<file path="src/rtl/sprite_rom_arbiter_if.sv">
// Bus between the sprite renderers, the shared sprite ROM and the arbiter.
// The slave modport is the arbiter; the master modport is the renderers plus the ROM.
interface sprite_rom_arbiter_if #(
  parameter int N_REQ  = 4,
  parameter int ADDR_W = 10,
  parameter int DATA_W = 8
);
  logic [N_REQ-1:0]        i_req;
  logic [N_REQ*ADDR_W-1:0] i_req_addr;
  logic [N_REQ-1:0]        o_gnt;
  logic [ADDR_W-1:0]       o_rom_addr;
  logic [DATA_W-1:0]       i_rom_data;
  logic [N_REQ-1:0]        o_rvalid;
  logic [DATA_W-1:0]       o_rdata;
  logic                    o_busy;

  modport slave (
    input  i_req, i_req_addr, i_rom_data,
    output o_gnt, o_rom_addr, o_rvalid, o_rdata, o_busy
  );

  modport master (
    output i_req, i_req_addr, i_rom_data,
    input  o_gnt, o_rom_addr, o_rvalid, o_rdata, o_busy
  );
endinterface

</file>
<file path="src/rtl/sprite_rom_arbiter.sv">
// Round-robin arbiter sharing one synchronous-read sprite ROM among N_REQ pixel fetchers.
// Returns each read's data with a one-hot valid to its owner two edges after acceptance.
module sprite_rom_arbiter #(
  parameter int N_REQ  = 4,
  parameter int ADDR_W = 10,
  parameter int DATA_W = 8
) (
  input logic                 i_clk2,
  input logic                 i_rst_n,
  sprite_rom_arbiter_if.slave bus
);

  localparam int IDX_W = (N_REQ > 1) ? $clog2(N_REQ) : 1;

  logic [IDX_W-1:0]  last_q;
  logic [IDX_W-1:0]  win_idx_p0;
  logic [N_REQ-1:0]  gnt_p0;
  logic              acc_p0;
  logic [ADDR_W-1:0] sel_addr_p0;
  logic [IDX_W:0]    cand;

  logic [ADDR_W-1:0] rom_addr_p1;
  logic              vld_p1;
  logic [IDX_W-1:0]  tag_p1;

  logic [N_REQ-1:0]  rvalid_p2;
  logic [N_REQ-1:0]  rvalid_d;
  logic              busy_q;

  // Stage 0: combinational arbitration, search starts just after the last winner.
  always_comb begin
    gnt_p0     = '0;
    win_idx_p0 = '0;
    cand       = '0;
    for (int i = 0; i < N_REQ; i++) begin
      cand = {1'b0, last_q} + (IDX_W+1)'(i + 1);
      if (cand >= (IDX_W+1)'(N_REQ)) cand = cand - (IDX_W+1)'(N_REQ);
      if (gnt_p0 == '0 && bus.i_req[cand[IDX_W-1:0]]) begin
        gnt_p0[cand[IDX_W-1:0]] = 1'b1;
        win_idx_p0              = cand[IDX_W-1:0];
      end
    end
  end

  assign acc_p0 = |gnt_p0;

  always_comb begin
    sel_addr_p0 = '0;
    for (int k = 0; k < N_REQ; k++) begin
      if (gnt_p0[k]) sel_addr_p0 = bus.i_req_addr[k*ADDR_W +: ADDR_W];
    end
  end

  // Stage 1: ROM address register and in-flight owner tag.
  always_ff @(posedge i_clk2) begin
    if (!i_rst_n) begin
      last_q      <= IDX_W'(N_REQ - 1);
      rom_addr_p1 <= '0;
      vld_p1      <= 1'b0;
    end else begin
      if (acc_p0) begin
        last_q      <= win_idx_p0;
        rom_addr_p1 <= sel_addr_p0;
      end
      vld_p1 <= acc_p0;
    end
  end

  // The tag is only meaningful while vld_p1 is high, so it carries no reset.
  always_ff @(posedge i_clk2) begin
    if (acc_p0) tag_p1 <= win_idx_p0;
  end

  always_comb begin
    rvalid_d = '0;
    for (int k = 0; k < N_REQ; k++) begin
      rvalid_d[k] = vld_p1 && (tag_p1 == IDX_W'(k));
    end
  end

  // Stage 2: valid lines up with the ROM's registered read of rom_addr_p1.
  always_ff @(posedge i_clk2) begin
    if (!i_rst_n) begin
      rvalid_p2 <= '0;
      busy_q    <= 1'b0;
    end else begin
      rvalid_p2 <= rvalid_d;
      busy_q    <= acc_p0 | vld_p1;
    end
  end

  assign bus.o_gnt      = gnt_p0;
  assign bus.o_rom_addr = rom_addr_p1;
  assign bus.o_rvalid   = rvalid_p2;
  assign bus.o_rdata    = bus.i_rom_data;
  assign bus.o_busy     = busy_q;

endmodule

</file>
<file path="src/flat_wrapper.sv">
// flat-port wrapper written by rule: the top's interface ports become plain ports
module sprite_rom_arbiter_flat 
#(
  parameter int N_REQ  = 4,
  parameter int ADDR_W = 10,
  parameter int DATA_W = 8
)
  (i_clk2, i_rst_n, bus_i_req, bus_i_req_addr, bus_i_rom_data, bus_o_gnt, bus_o_rom_addr, bus_o_rvalid, bus_o_rdata, bus_o_busy);
  sprite_rom_arbiter_if #(.N_REQ(N_REQ), .ADDR_W(ADDR_W), .DATA_W(DATA_W)) bus_i ();
  input logic i_clk2;
  input logic i_rst_n;
  input wire logic [$bits(bus_i.i_req)-1:0] bus_i_req;
  input wire logic [$bits(bus_i.i_req_addr)-1:0] bus_i_req_addr;
  input wire logic [$bits(bus_i.i_rom_data)-1:0] bus_i_rom_data;
  output wire logic [$bits(bus_i.o_gnt)-1:0] bus_o_gnt;
  output wire logic [$bits(bus_i.o_rom_addr)-1:0] bus_o_rom_addr;
  output wire logic [$bits(bus_i.o_rvalid)-1:0] bus_o_rvalid;
  output wire logic [$bits(bus_i.o_rdata)-1:0] bus_o_rdata;
  output wire logic [$bits(bus_i.o_busy)-1:0] bus_o_busy;
  assign bus_i.i_req = bus_i_req;
  assign bus_i.i_req_addr = bus_i_req_addr;
  assign bus_i.i_rom_data = bus_i_rom_data;
  assign bus_o_gnt = bus_i.o_gnt;
  assign bus_o_rom_addr = bus_i.o_rom_addr;
  assign bus_o_rvalid = bus_i.o_rvalid;
  assign bus_o_rdata = bus_i.o_rdata;
  assign bus_o_busy = bus_i.o_busy;
  sprite_rom_arbiter #(.N_REQ(N_REQ), .ADDR_W(ADDR_W), .DATA_W(DATA_W)) u_core (.i_clk2(i_clk2), .i_rst_n(i_rst_n), .bus(bus_i));
endmodule
</file>
<file path="config.mk">
export PLATFORM = sky130hd
export DESIGN_NAME = sprite_rom_arbiter_flat
export DESIGN_NICKNAME = d
export VERILOG_FILES = /design/src/rtl/sprite_rom_arbiter_if.sv /design/src/rtl/sprite_rom_arbiter.sv /design/src/flat_wrapper.sv
export SDC_FILE = /design/constraint.sdc
export NUM_CORES = 1
export LEC_CHECK = 0
export ABC_AREA = 0
export CAP_MARGIN = 20
export CORE_MARGIN = 5
export CORE_UTILIZATION = 44
export CTS_CLUSTER_SIZE = 28
export DETAILED_ROUTE_END_ITERATION = 10
export PLACE_DENSITY_LB_ADDON = 0.05
export SLEW_MARGIN = 20
export SYNTH_ARGS = -nofsm -noshare
export SYNTH_HDL_FRONTEND = slang
export SYNTH_SLANG_ARGS = --single-unit
</file>
<file path="constraint.sdc">
create_clock -name i_clk2 -period 8.21 [get_ports i_clk2]
set_input_delay 1.642 -clock i_clk2 [delete_from_list [all_inputs] [get_ports i_clk2]]
set_output_delay 1.642 -clock i_clk2 [all_outputs]
set_load 0.01 [all_outputs]
</file>
Word level (Yosys, flattened, before mapping)
Index checks and enable logic that the tools add are counted.
{"block": "totals", "ff_bits": 20, "output_inout_bits": 27}
{"block": "classes", "add_sub_neg": 8, "magnitude_cmp": 12, "n_eq_ne": 3, "n_mux": 32, "bitwise": 4, "reduce_logical": 16}
{"operator": "$mux 10", "n": 4}
{"operator": "$mux 2", "n": 8}
{"operator": "$mux 4", "n": 4}
{"operator": "$ge 3x3->1 const B", "n": 4}
{"operator": "$logic_not 4->1", "n": 3}
{"operator": "$lt 2x3->1 const B", "n": 4}
{"operator": "$or 4x4->4", "n": 3}
{"operator": "$logic_and 1x1->1", "n": 11}
{"operator": "$bmux 1 s2", "n": 4}
{"operator": "$demux 1 s2", "n": 4}
{"operator": "$ge 2x1->1 const B", "n": 4}
{"operator": "$mux 1", "n": 8}
{"operator": "$sub 2x1->2 const B", "n": 4}
{"operator": "$add 2x2->3 const B", "n": 2}
{"operator": "$eq 2x2->1 const B", "n": 2}
{"operator": "$reduce_or 4->1", "n": 1}
{"operator": "$add 2x1->3 const B", "n": 1}
{"operator": "$add 2x3->3 const B", "n": 1}
{"operator": "$eq 2x1->1 const B", "n": 1}
{"operator": "$logic_not 2->1", "n": 1}
{"operator": "$or 1x1->1", "n": 1}

Longest topological paths before layout
Gate-level depths: netlist (run 1).
{"block": "logic_depth", "ltp_word": 21, "ltp_mapped": 14, "mapped_depth_nobuf": 10}

Worst setup path after synthesis (run 1)
No wires, ideal clock.
{"block": "synth_timing", "kind": "input-to-output", "start": "in bus_i_req[2]", "end": "out bus_o_gnt[1]", "arrival_time_ps": 3351, "setup_slack_ps": 3217, "stages": 6, "path_buffers": 1, "path_cell_list": "mux4_2 a21bo_4 or3_1 o21ai_1 a41o_2 buf_2"}
{"block": "synth_via", "elab_chain_len": 12, "elab_cells_between_ends": 21}
{"element": "start, declared", "line": "flat_wrapper.sv:12", "text": "input wire logic [$bits(bus_i.i_req)-1:0] bus_i_req;"}
{"element": "$bmux 1 s2", "line": "sprite_rom_arbiter.sv:38", "text": "if (gnt_p0 == '0 && bus.i_req[cand[IDX_W-1:0]]) begin"}
{"element": "$mux 1 (implied by the code)", "line": "sprite_rom_arbiter.sv:38"}
{"element": "$mux 4", "line": "sprite_rom_arbiter.sv:38"}
{"element": "$logic_not 4->1", "line": "sprite_rom_arbiter.sv:38"}
{"element": "$logic_and 1x1->1", "line": "sprite_rom_arbiter.sv:38"}
{"element": "$mux 4", "line": "sprite_rom_arbiter.sv:38"}
{"element": "$logic_not 4->1", "line": "sprite_rom_arbiter.sv:38"}
{"element": "$logic_and 1x1->1", "line": "sprite_rom_arbiter.sv:38"}
{"element": "$mux 4", "line": "sprite_rom_arbiter.sv:38"}
{"element": "$logic_not 4->1", "line": "sprite_rom_arbiter.sv:38"}
{"element": "$logic_and 1x1->1", "line": "sprite_rom_arbiter.sv:38"}
{"element": "$mux 4 (*)", "line": "sprite_rom_arbiter.sv:38"}
{"element": "end, declared", "line": "flat_wrapper.sv:15", "text": "output wire logic [$bits(bus_i.o_gnt)-1:0] bus_o_gnt;"}
Mark *: on every way between the ends. The rest lies on a longest branch, timed or not. The select of a mux whose other input is x is not followed.

Final worst setup path (run 1)
Same ends and word-level chain as after synthesis.

==> run_results.csv, run 1 <==
group,metric,value,unit
synth,netlist-cell-type-count,59,
cts,h-tree-depth,1,
synth,synth_compound_area_share,33.7,%
sta,relSlewSlack,54.6,%
layout,final_core_util,62.9,%
sta,rsz0062_at_grt,"false",
floorplan,die_h,71.9,microns
placement,dp_slack,2.08,ns
critical_path,timing.critical_path.required,6.57,ns
floorplan,die_x,71.9,microns
critical_path,crit_path_end_kind,"primary output",
power_and_ir_drop,p_int,0.604,mW
cts,cts_hold_buf,0,
layout,final_area,0.00232,sq mm
cts,post_cts_buffers,0,
floorplan,start_util,45.8,%
global_route,grt_overflow,0,
floorplan,die-area,0.00517,sq mm
synth,synth_top_area_share,21.3,%
sta,maxSlewViolCount,0,
power_and_ir_drop,power_frac_seq,15.8,%
sta,setup_viol,0,
power_and_ir_drop,total_power,1.17,mW
synth,yosys-top-cells-count,"dfxtp_1, inv_1, nand2_1",
synth,syn-cell-area,0.00169,sq mm
job,maxCapViolCount,0,
power_and_ir_drop,comb_power_share,75.9,%
cts,cts_buffers,3,
cts,cts_tree,"yes",
route,viasPerCell,5.89,
global_route,grt_max_degree,19,
sta,tightest_slew,0.678,ns
global_route,track_usage,19.4,%
synth,ys_seq_area_share,24.9,%
cts,clock_latency,0.25,ns
synth,synthXorXnorAreaFrac,0,%
synth,ys.flop_type,"dfxtp_1",
cts,cts.sinks,20,
power_and_ir_drop,swShare,48.2,%
global_route,grt_pass1_wl,8270,microns
floorplan,coreArea,0.00369,sq mm
synth,ys_top_cells_by_area,"dfxtp_1, a221oi_2, ha_1, o221ai_1, buf_4",
power_and_ir_drop,switching_power,0.563,mW
critical_path,cp-start-kind,"input pin",
critical_path,arrival,4.52,ns
critical_path,crit_fanout,13,
synth,ys_warn_count,0,
sta,finClkSkew,0.00388,ns
global_route,grt_pass1_vias,1696,
synth,syn_avg_cell_area,9.59,sq um
synth,synth_edf_count,2,
run_status,outcome,"completed",
layout,diodes,0,
route,firstDrtPassIters,7,
worst_hold_path,min_path_type,"flop to flop",
placement,io_buffer_count,64,
power_and_ir_drop,clockPowerShare,8.3,%
layout,area_growth,37.5,%
floorplan,fp-row-count,22,
cts,root_buffer,"clkbuf_8",
layout,seqCellArea,420,sq um
cts,cts_resized,0,
sta,fmax,162,MHz
sta,finalSetupTns,0,ns
route,routed_wl,5020,microns
route,drt-initial-drc-count,101,
global_route,antenna_found_initial,0,
layout,multi_input_area,0.00108,sq mm
placement,finalWeightedCongestion,0.936,
sta,finalHoldViolCount,0,
power_and_ir_drop,power_density,503,mW/mm^2
power_and_ir_drop,p_leak,0.910,nW
power_and_ir_drop,ir_drop,0.323,mV
cts,clk_path_buf_depth,2,
placement,hpwl,3950,microns
sta,min_period,6.16,ns
synth,synthSimpleGateAreaFrac,15.0,%
sta,finalCritPeriodShare,75.0,%
placement,postPlaceCellArea,0.00225,sq mm
synth,yosysTopAreaCell,"dfxtp_1",
route,num_vias,1620,
synth,async_flop_share,0,%
synth,syn_inst,176,
layout,fin_nets,290,
route,ant_nets,0,
floorplan,num_io_pins,81,
cts,clkTransAtPathRegs,0.08,ns
critical_path,crit_type,"input pin to primary output",
synth,synth_fp_nets,238,
synth,synth_top_family_by_area,"compound AO/OA/AOI/OAI gates",
synth,synth.most_common_cell,"dfxtp_1",
synth,synth.area.mux_share,9.12,%
sta,fin_ws,2.05,ns
layout,fill_cells,320,
route,drcViolationCount,0,
layout,drive_above_1_share,13.7,%
synth,synthAdderAreaFrac,5.93,%
route,avgRoutedWirePerCell,18.2,microns
synth,ys_ff_latch,20,
-- final timing paths --
path	startpoint	cells after the start	slack, ns	endpoint
worst max-delay path	bus_i_req[2]	7	2.05	bus_o_gnt[1]
worst min-delay path	u_core.bus.o_rom_addr[3]$_SDFFE_PN0P_	2	0.48	u_core.bus.o_rom_addr[3]$_SDFFE_PN0P_
worst max register to register	u_core.last_q[0]$_SDFFE_PN1P_	10	4.11	u_core.bus.o_rom_addr[8]$_SDFFE_PN0P_
worst min register to register	u_core.bus.o_rom_addr[3]$_SDFFE_PN0P_	2	0.48	u_core.bus.o_rom_addr[3]$_SDFFE_PN0P_
-- area by class of cell --
cell class | instances | area share, %
Clock buffer | 3 | 1.78
Inverter | 14 | 2.26
Tap cell | 48 | 2.59
Multi-Input combinational cell | 125 | 46.4
Timing Repair Buffer | 64 | 27.6
Sequential cell | 20 | 18.1
Clock inverter | 1 | 1.29
-- flip-flops by register name, indices dropped and copies added (netlist names) --
name and count:
u_core.tag_p1 2, u_core.last_q 2, u_core.bus.o_busy 1, u_core.bus.o_rom_addr 10
u_core.vld_p1 1, u_core.bus.o_rvalid 4
-- layer usage --
layer | routed length, microns | share of wire, % | global-route usage, % | up-vias
met2 | 2370 | 47 | 34.0 | 72
met3 | 506 | 10 | 3.74 | 6
met5 | 0 | 0 | 0 | -
met4 | 41 | 0.82 | 4.18 | 0
li1 | - | - | - | 785
met1 | 2090 | 42 | 24.6 | 757
-- cell families (layout without fill, tap and decap cells) --
family          after synthesis  after routing
compound gates               64             64
simple gates                 42             42
buf+inv                      31             82
flops                        20             20
mux                          11             11
fa+ha+maj                     8              8
-- through the flow --
step	cells	hold WS, ns
2_1_floorplan	176	0.447
3_3_place_gp	271	0.437
3_5_place_dp	271	0.461
4_1_cts	275	0.473
5_1_grt	275	0.496
6_report	275	0.476
-- cell usage in the layout (no fill, tap or decap), drive strengths merged, types with 2 or more instances in the layout --
master         netlist  final
o21a                 2      2
a31o                 2      2
o221ai              10     10
mux2i                6      6
o31ai                2      2
nor2                 2      2
edfxtp               2      2
a22o                 2      2
inv                 14     14
nand3                6      6
or4                  2      2
a221oi              10     10
nand2               13     13
and3                 2      2
nand2b               2      2
clkbuf               3      3
a21oi                4      4
o22ai               10     10
mux4                 3      3
and4                 3      3
dfxtp               18     18
o21ai                7      7
and2                 2      2
nor3                 3      3
a31oi                3      3
ha                   8      8
nor3b                2      2
or2                  2      2
mux2                 2      2
clkdlybuf4s50        0     64
-- worst max-delay path: stages --
cell	delay, ns
clkdlybuf4s50_1	0.47
mux4_2	0.62
a21bo_4	0.28
or3_1	0.32
o21ai_1	0.09
a41o_2	0.47
clkdlybuf4s50_1	0.61
-- power groups by stage --
stage	Combinational, mW	Sequential (mW)	Clock (mW)
after floorplan	0.665	0.188	0
after global routing	0.966	0.190	0.102
after detailed placement	0.883	0.186	0
final	0.886	0.184	0.0971
after CTS	0.887	0.184	0.0981
after global placement	0.853	0.183	0
Power figures use the tool's default switching activity.
==> inputs of run 2 (changes only) <==
--- a/config.mk
+++ b/config.mk
@@ -8,7 +8,7 @@
 export ABC_AREA = 0
 export CAP_MARGIN = 20
 export CORE_MARGIN = 5
-export CORE_UTILIZATION = 44
+export CORE_UTILIZATION = 37
 export CTS_CLUSTER_SIZE = 28
 export DETAILED_ROUTE_END_ITERATION = 10
 export PLACE_DENSITY_LB_ADDON = 0.05
==> constraint.sdc (replaced) <==
create_clock -name i_clk2 -period 5 [get_ports i_clk2]
set_input_delay 1 -clock i_clk2 [delete_from_list [all_inputs] [get_ports i_clk2]]
set_output_delay 1 -clock i_clk2 [all_outputs]
set_load 0.01 [all_outputs]
==> run 2 against run 1 <==
Against the previous run:
- sequential power up 59%
- clock skew up 0.0057 ns
- global-route usage down 2.7 points
==> run_results.csv, run 2 (same netlist as run 1, synthesis figures left out) <==
group,metric,value,unit
run_status,outcome,"completed",
cts,root_buffer,"clkbuf_8",
sta,tightest_slew,0.665,ns
route,routed_wl,5180,microns
sta,relSlewSlack,55.5,%
critical_path,cp_slowest_cell,"mux4_2",
route,avgRoutedWirePerCell,18.3,microns
layout,final_cell_mix,"clkdlybuf4s50_1, dfxtp_1, inv_1, nand2_1",
layout,multi_input_area,0.00108,sq mm
route,num_vias,1645,
critical_path,endpoint,"bus_o_gnt[0]",
critical_path,timing.critical_path.required,4.00,ns
critical_path,regToRegEndpoint,"u_core.bus.o_rom_addr[8]$_SDFFE_PN0P_",
placement,postPlaceCellArea,0.00228,sq mm
power_and_ir_drop,power_density,833,mW/mm^2
critical_path,crit_type,"input pin to primary output",
cts,clkTransAtPathRegs,0.08,ns
cts,cts_hold_buf,0,
global_route,grt_pass1_vias,1649,
critical_path,crit_path_end_kind,"primary output",
layout,layout_commonest_cell,"clkdlybuf4s50_1",
placement,io_buffer_count,64,
cts,h-tree-depth,1,
floorplan,coreArea,0.00438,sq mm
route,drt-initial-drc-count,94,
route,viasPerCell,5.81,
cts,cts_resized,0,
cts,clock_latency,0.26,ns
floorplan,die-area,0.00601,sq mm
placement,hpwl,4060,microns
placement,dp_slack,0.256,ns
cts,cts_buffers,3,
cts,cts.sinks,20,
power_and_ir_drop,ir_drop,0.350,mV
critical_path,slowest_delay,0.61,ns
placement,placed_cells,279,
global_route,track_usage,16.7,%
layout,largest_reg_flops,10,
sta,min_period,4.77,ns
floorplan,fp-row-count,24,
sta,fin_ws,0.231,ns
critical_path,cp.depth,8,
floorplan,num_io_pins,81,
layout,fill_cells,401,
sta,fmax,210,MHz
layout,final_area,0.00236,sq mm
critical_path,critPathTopFamily,"buffers and inverters",
critical_path,arrival,3.77,ns
route,drcViolationCount,0,
power_and_ir_drop,p_leak,0.929,nW
sta,maxSlewViolCount,0,
layout,seqCellArea,420,sq um
layout,fin_nets,294,
floorplan,die_h,77.5,microns
floorplan,die_x,77.5,microns
global_route,antenna_found_initial,0,
global_route,grt_overflow,0,
global_route,grt_max_degree,19,
critical_path,r2r_cells,11,
floorplan,start_util,38.5,%
cts,cts_tree,"yes",
layout,drive_above_1_share,15.2,%
cts,post_cts_buffers,0,
critical_path,path_cells,"clkdlybuf4s50_1 > mux4_2 > o31ai_1 > and3_1 > a31oi_2 > and4_4 > or2_2 > clkdlybuf4s50_1",
critical_path,cp-start-kind,"input pin",
critical_path,r2r_setup_slack,1.06,ns
critical_path,cp_num_buf_inv,2,
layout,final_cells,283,
placement,finalWeightedCongestion,0.958,
sta,finalCritPeriodShare,95.4,%
sta,setup_viol,0,
sta,rsz0062_at_grt,"false",
sta,finClkSkew,0.00960,ns
critical_path,cp-startpoint,"bus_i_req[2]",
global_route,grt_pass1_wl,8490,microns
route,ant_nets,0,
route,firstDrtPassIters,4,
layout,area_growth,39.6,%
critical_path,worst_path_most_repeated_cell,"clkdlybuf4s50_1",
worst_hold_path,min_path_type,"flop to flop",
critical_path,r2r-start,"u_core.last_q[0]$_SDFFE_PN1P_",
layout,diodes,0,
critical_path,crit_fanout,9,
worst_hold_path,whs_path_depth,2,
cts,clk_path_buf_depth,2,
job,maxCapViolCount,0,
sta,finalSetupTns,0,ns
sta,finalHoldViolCount,0,
layout,final_core_util,53.7,%
run 2: cell types whose count changed in the layout (fill, tap and decap cells not counted):
| cell | change |
|---|---|
| buf_4 | +4 |
run 2: worst min-delay path by stage:
stage                                                 end  slack (ns)                                   from
global placement    u_core.bus.o_rom_addr[8]$_SDFFE_PN0P_        0.45  u_core.bus.o_rom_addr[8]$_SDFFE_PN0P_
finish              u_core.bus.o_rom_addr[8]$_SDFFE_PN0P_        0.46  u_core.bus.o_rom_addr[8]$_SDFFE_PN0P_
detailed placement  u_core.bus.o_rom_addr[8]$_SDFFE_PN0P_        0.45  u_core.bus.o_rom_addr[8]$_SDFFE_PN0P_
global route        u_core.bus.o_rom_addr[8]$_SDFFE_PN0P_        0.47  u_core.bus.o_rom_addr[8]$_SDFFE_PN0P_
CTS                 u_core.bus.o_rom_addr[8]$_SDFFE_PN0P_        0.46  u_core.bus.o_rom_addr[8]$_SDFFE_PN0P_
floorplan               u_core.bus.o_rvalid[0]$_SDFF_PN0_        0.45             u_core.tag_p1[0]$_DFFE_PP_
run 2: tightest hold or removal path: stages (launching register included):
cell and delay, ns:
dfxtp_1 0.32, inv_1 0.05, o22ai_1 0.05
run 2: cell type report:
type	instances	area share, %
clock buffers	3	1.75
clock inverters	1	1.27
flip-flops and latches	20	17.8
well taps	52	2.76
multi-input cells	125	45.7
repair buffers	68	28.5
inverters	14	2.23
run 2: per-layer routing:
| layer | global-route usage [%] | vias to the layer above | wire length [microns] |
|---|---|---|---|
| li1 | - | 791 | - |
| met1 | 21.1 | 780 | 2160 |
| met2 | 28.5 | 68 | 2620 |
| met3 | 4.17 | 6 | 364 |
| met4 | 4.30 | 0 | 40 |
| met5 | 0 | - | 0 |
run 2: report_power, final:
| group | switching [mW] | internal, mW | leakage [nW] |
|---|---|---|---|
| clock | 0.0566 | 0.107 | 0.0357 |
| sequential | 0.0449 | 0.248 | 0.171 |
| combinational | 0.838 | 0.669 | 0.723 |
run 2: through the flow:
stage / hold WS (ns) / power [mW]
after detailed placement: 0.453 / 1.80
final: 0.464 / 1.96
after global routing: 0.471 / 2.12
after CTS: 0.465 / 1.97
after floorplan: 0.447 / 1.40
after global placement: 0.445 / 1.77
